--- src/rtl/shift_sequencer.sv ---
// Shift-register sequencer: issues parallel loads and divided-rate shift enables
// for an external 8-bit shift register, with counted or continuous runs.
module shift_sequencer #(
    parameter int BASE_DIV = 4,
    parameter int CNT_W    = 4
) (
    input  logic             CTL_CLK,
    input  logic             CTL_RST_N,
    input  logic [1:0]       spd_sel,
    input  logic             start,
    input  logic             stop,
    input  logic [CNT_W-1:0] shift_cnt,
    input  logic             load_req,
    input  logic [7:0]       load_data,
    output logic             load_ack,
    output logic             sh_ld,
    output logic [7:0]       sr_data,
    output logic             sr_en,
    output logic             busy,
    output logic             done
);

    // Divider must hold the slowest period minus one (spd_sel = 11).
    localparam int DIV_W = $clog2(BASE_DIV * 64);

    typedef enum logic [1:0] {
        ST_IDLE,
        ST_LOAD,
        ST_RUN,
        ST_DONE
    } state_t;

    state_t           state_reg, state_next;
    logic [DIV_W-1:0] div_reg;
    logic [CNT_W-1:0] cnt_reg;
    logic [1:0]       spd_reg;
    logic [CNT_W-1:0] len_reg;
    logic [7:0]       sr_data_reg;

    logic [DIV_W-1:0] div_last;
    logic             div_tc;
    logic             last_shift;
    logic             run_start;

    always_comb begin
        int period;
        period   = BASE_DIV << (2 * int'(spd_reg));
        div_last = DIV_W'(period - 1);
    end

    assign div_tc     = (div_reg == div_last);
    assign last_shift = (len_reg != '0) && (CNT_W'(cnt_reg + 1'b1) == len_reg);
    assign run_start  = (state_reg == ST_IDLE) && !load_req && start;

    // A terminal count that coincides with stop is suppressed.
    assign sr_en    = (state_reg == ST_RUN) && div_tc && !stop;
    assign busy     = (state_reg == ST_RUN);
    assign done     = (state_reg == ST_DONE);
    assign load_ack = (state_reg == ST_LOAD);
    assign sh_ld    = (state_reg != ST_LOAD);
    assign sr_data  = sr_data_reg;

    always_comb begin
        state_next = state_reg;
        case (state_reg)
            ST_IDLE: begin
                if (load_req) begin
                    state_next = ST_LOAD;
                end else if (start) begin
                    state_next = ST_RUN;
                end
            end
            ST_LOAD: state_next = ST_IDLE;
            ST_RUN: begin
                if (stop) begin
                    state_next = ST_IDLE;
                end else if (sr_en && last_shift) begin
                    state_next = ST_DONE;
                end
            end
            ST_DONE: state_next = ST_IDLE;
            default: state_next = ST_IDLE;
        endcase
    end

    always_ff @(posedge CTL_CLK or negedge CTL_RST_N) begin
        if (!CTL_RST_N) begin
            state_reg   <= ST_IDLE;
            div_reg     <= '0;
            cnt_reg     <= '0;
            spd_reg     <= '0;
            len_reg     <= '0;
            sr_data_reg <= 8'h01;
        end else begin
            state_reg <= state_next;
            if ((state_reg == ST_IDLE) && load_req) begin
                sr_data_reg <= load_data;
            end
            if (run_start) begin
                spd_reg <= spd_sel;
                len_reg <= shift_cnt;
                div_reg <= '0;
                cnt_reg <= '0;
            end else if (state_reg == ST_RUN) begin
                div_reg <= div_tc ? '0 : DIV_W'(div_reg + 1'b1);
                if (sr_en) begin
                    cnt_reg <= CNT_W'(cnt_reg + 1'b1);
                end
            end
        end
    end

endmodule

--- config.mk ---
export PLATFORM = sky130hd
export DESIGN_NAME = shift_sequencer
export DESIGN_NICKNAME = d
export VERILOG_FILES = /design/src/rtl/shift_sequencer.sv
export SDC_FILE = /design/constraint.sdc
export NUM_CORES = 1
export LEC_CHECK = 0
export ABC_CLOCK_PERIOD_IN_PS = 7100
export BUFFER_PORTS_ARGS = -buffer_cell sky130_fd_sc_hd__buf_2
export CORE_MARGIN = 5
export CORE_UTILIZATION = 45
export DETAILED_ROUTE_END_ITERATION = 16
export GPL_TIMING_DRIVEN = 0
export PLACE_DENSITY = 0.78
export REMOVE_ABC_BUFFERS = 1
export SYNTH_ARGS = -nofsm -noshare
export SYNTH_HDL_FRONTEND = slang
export SYNTH_SLANG_ARGS = --single-unit
--- constraint.sdc ---
create_clock -name CTL_CLK -period 7.1 [get_ports CTL_CLK]
set_input_delay 1.065 -clock CTL_CLK [delete_from_list [all_inputs] [get_ports CTL_CLK]]
set_output_delay 1.065 -clock CTL_CLK [all_outputs]
set_load 0.1 [all_outputs]
==> results.json <==
{
  "worst_r2r_path_depth": 7,
  "detailedRoute.firstIterationViolations": 47,
  "die_width_um": 66.92,
  "synth.avg_cell_area_um2": 9.916,
  "seq_area_frac_synth": 0.4815,
  "slew_at_the_pin_closest_to_its_max_slew_limit_ns": 0.9099,
  "num_antenna_cells": 0,
  "synthFlopType": "dfrtp_1",
  "finClkSkew_ns": 0.01309,
  "groute.usage.overall": 0.1371,
  "synth_largest_area_cell": "dfrtp_1",
  "postCtsResizedCells": 0,
  "critical_path.startpoint": "spd_reg[1]$_DFFE_PN0P_",
  "nFillCells": 273,
  "place_hpwl_um": 2126,
  "critPathTopFamily": "simple AND/OR/NAND/NOR gates",
  "finalNonFillerCells": 223,
  "cp.arrival_ns": 2.62,
  "dieArea_um2": 4478,
  "final_hold_viol_count": 0,
  "ys_seq_elements": 28,
  "worst_ir_drop_vdd_uv": 212.1,
  "globalRoute.totalOverflow": 0,
  "rrSetupSlack_ns": 4.45,
  "crit_type": "reg2out",
  "post-synth-top-count-cell": "nand2_1",
  "layout-drive-gt1-share": 0.2737,
  "holdCritPathClass": "reg2reg",
  "detail_route.wl_per_cell_um": 12.42,
  "drc": 0,
  "cts-buffers-inserted": 3,
  "cp.buffers_inverters": 1,
  "total_power_per_unit_cell_area_nw_per_um2": 284.9,
  "largest_net_degree_at_the_start_of_global_routing": 29,
  "critical_path.slowest_cell": "buf_2",
  "cts.clk_slew.worst_paths_ns": 0.14,
  "syn_inst": 147,
  "critical_path_required_ns": 6.03,
  "wl_um": 2769,
  "netlist.area_leader.share": 0.4635,
  "placedCellCount": 219,
  "clock_sinks": 28,
  "run_status": "completed",
  "global_route_wire_length_before_repair_um": 4905,
  "fp.dieH_um": 66.92,
  "number_of_antenna_violations_at_the_first_check_in_global_routing": 0,
  "timing.fmax_ghz": 0.2713,
  "cts.hold.buffers_added": 0,
  "max-cap-violations": 0,
  "placement.io_buffers": 31,
  "crit_path_cells": "or2_2 > ha_1 > xor2_1 > o2111ai_2 > nor3_1 > buf_2",
  "clock_insertion_delay_worst_skew_ns": 0.32,
  "netlist-cell-type-count": 38,
  "start_kind": "flop",
  "timing.setup.tns_ns": 0,
  "power.static_leakage_uw": 0.0008235,
  "via_count": 1126,
  "post_synth_most_frequent_cells": "nand2_1, dfrtp_1, nor2_1",
  "cts_setup_buffers": 0,
  "syn-cell-area_um2": 1458,
  "tritoncts": "done",
  "biggest_area_contributors_in_the_synthesized_netlist": "dfrtp_1, nand2_1, mux2_2, xor2_1, ha_1",
  "ctsLongestPathBuffers": 2,
  "crit-reg2reg-capture": "cnt_reg[2]$_DFFE_PN0P_",
  "initial_standard_cell_utilization_of_the_core": 0.4736,
  "min_delay_path_depth": 1,
  "cts_htree_levels": 1,
  "final_setup_violating_endpoints": 0,
  "drt_first_pass_iters": 4,
  "gp_congestion": 0.8219,
  "critical_path.endpoint_type": "primary output",
  "library_cell_used_as_clock_root_buffer": "clkbuf_4",
  "post-place-ws_ns": 3.772,
  "route.antenna.remaining_nets": 0,
  "period_share": 0.5192,
  "syn_to_final_growth_pct": 15.36,
  "timing.final.ws_setup_ns": 3.414,
  "finalMaxSlewViolations": 0,
  "rsz0062_at_grt": "no",
  "critical_path.max_fanout": 7,
  "critical_path.max_stage_delay_ns": 0.48,
  "rows": 20,
  "finish.net_count": 202,
  "core_area_um2": 3078,
  "synth-warning-count": 0,
  "synth-edff-count": 0,
  "grt_pass1_vias": 1171,
  "proportion_of_synthesized_flip_flops_having_asynchronous_set_or_reset": 1.000,
  "min_to": "sr_data[5]$_DFFE_PN0P_",
  "num_io_pins": 32,
  "beginning_of_the_worst_hold_path": "sr_data[5]$_DFFE_PN0P_",
  "drt-vias-per-instance": 5.049,
  "max_slew_margin": 0.3887,
  "worst_r2r_startpoint": "spd_reg[1]$_DFFE_PN0P_",
  "finalWorstPathRequiredPeriod_ns": 3.686
}
==> final cells by class <==
type	count	area [um2]	area share
Multi-Input combinational cell	112	728.2	0.4330
Sequential cell	28	701.9	0.4174
Timing Repair Buffer	31	155.1	0.09226
Tap cell	44	55.05	0.03274
Clock buffer	4	26.28	0.01563
Inverter	4	15.01	0.008929
==> worst register-to-register path: stages (launching register included) <==
cell	delay [ns]
dfrtp_1	0.44
or2_2	0.32
ha_1	0.31
xor2_1	0.18
o2111ai_2	0.25
or4b_1	0.60
or4_1	0.41
o21ai_0	0.08
==> cells in the final DEF (no fill, tap or decap), types with 3 or more instances in the layout <==
cell | synthesis | final
inv_1 | 4 | 4
nor3_1 | 3 | 3
o21ai_0 | 4 | 4
nand2b_1 | 4 | 4
nor2_1 | 10 | 10
xor2_1 | 8 | 8
buf_2 | 1 | 31
and2_1 | 3 | 3
xnor2_1 | 4 | 4
nand4_1 | 4 | 4
ha_1 | 3 | 3
clkbuf_4 | 0 | 3
dfrtp_1 | 27 | 27
mux2_2 | 9 | 9
nand2_1 | 32 | 32
==> cells by family (layout without fill, tap and decap cells) <==
family                   after synthesis  after routing  synth area share
AND/OR/NAND/NOR                       71             71            0.2446
flip-flops                            28             28            0.4815
AO/OA/AOI/OAI                         14             14           0.06696
XOR/XNOR                              12             12           0.07210
multiplexers                          11             11           0.08326
buffers and inverters                  7             39           0.01888
adder cells (fa/ha/maj)                4              4           0.03262
==> through the flow <==
| step | power [uW] | cell area [um2] | utilization | hold slack (ns) |
|---|---|---|---|---|
| after global placement | 413.7 | 1655 | 0.5378 | 0.4859 |
| after detailed placement | 419.0 | 1655 | 0.5378 | 0.4917 |
| final | 479.1 | 1682 | 0.5463 | 0.5189 |
| after floorplan | 378.3 | 1445 | - | 0.4609 |
| after global routing | 507.1 | 1682 | 0.5463 | 0.5509 |
| after CTS | 483.4 | 1682 | 0.5463 | 0.5233 |
==> worst max path at each step <==
stage             to  slack, ns  cells past startpoint
6_report       sr_en       3.41                      6
2_1_floorplan  sr_en       1.77                      3
4_1_cts        sr_en       3.39                      6
3_3_place_gp   sr_en       3.83                      6
5_1_grt        sr_en       3.26                      6
3_5_place_dp   sr_en       3.77                      6
==> layer usage <==
layer,share of wire,GRT usage,up-vias,wire [um]
met3,0.067,0.02698,0,185
met1,0.49,0.1860,527,1355
met2,0.44,0.2240,28,1229
li1,-,-,571,-
met4,0,0.03291,0,0
met5,0,0,-,0
==> where the power goes <==
group	internal (uW)	switching, uW	leakage (uW)	total [uW]
clock	21.9	41.5	0.0000150	63.4
sequential	188	25.7	0.000358	214
combinational	50.2	151	0.000451	202
(Power assumes the default switching activity.)
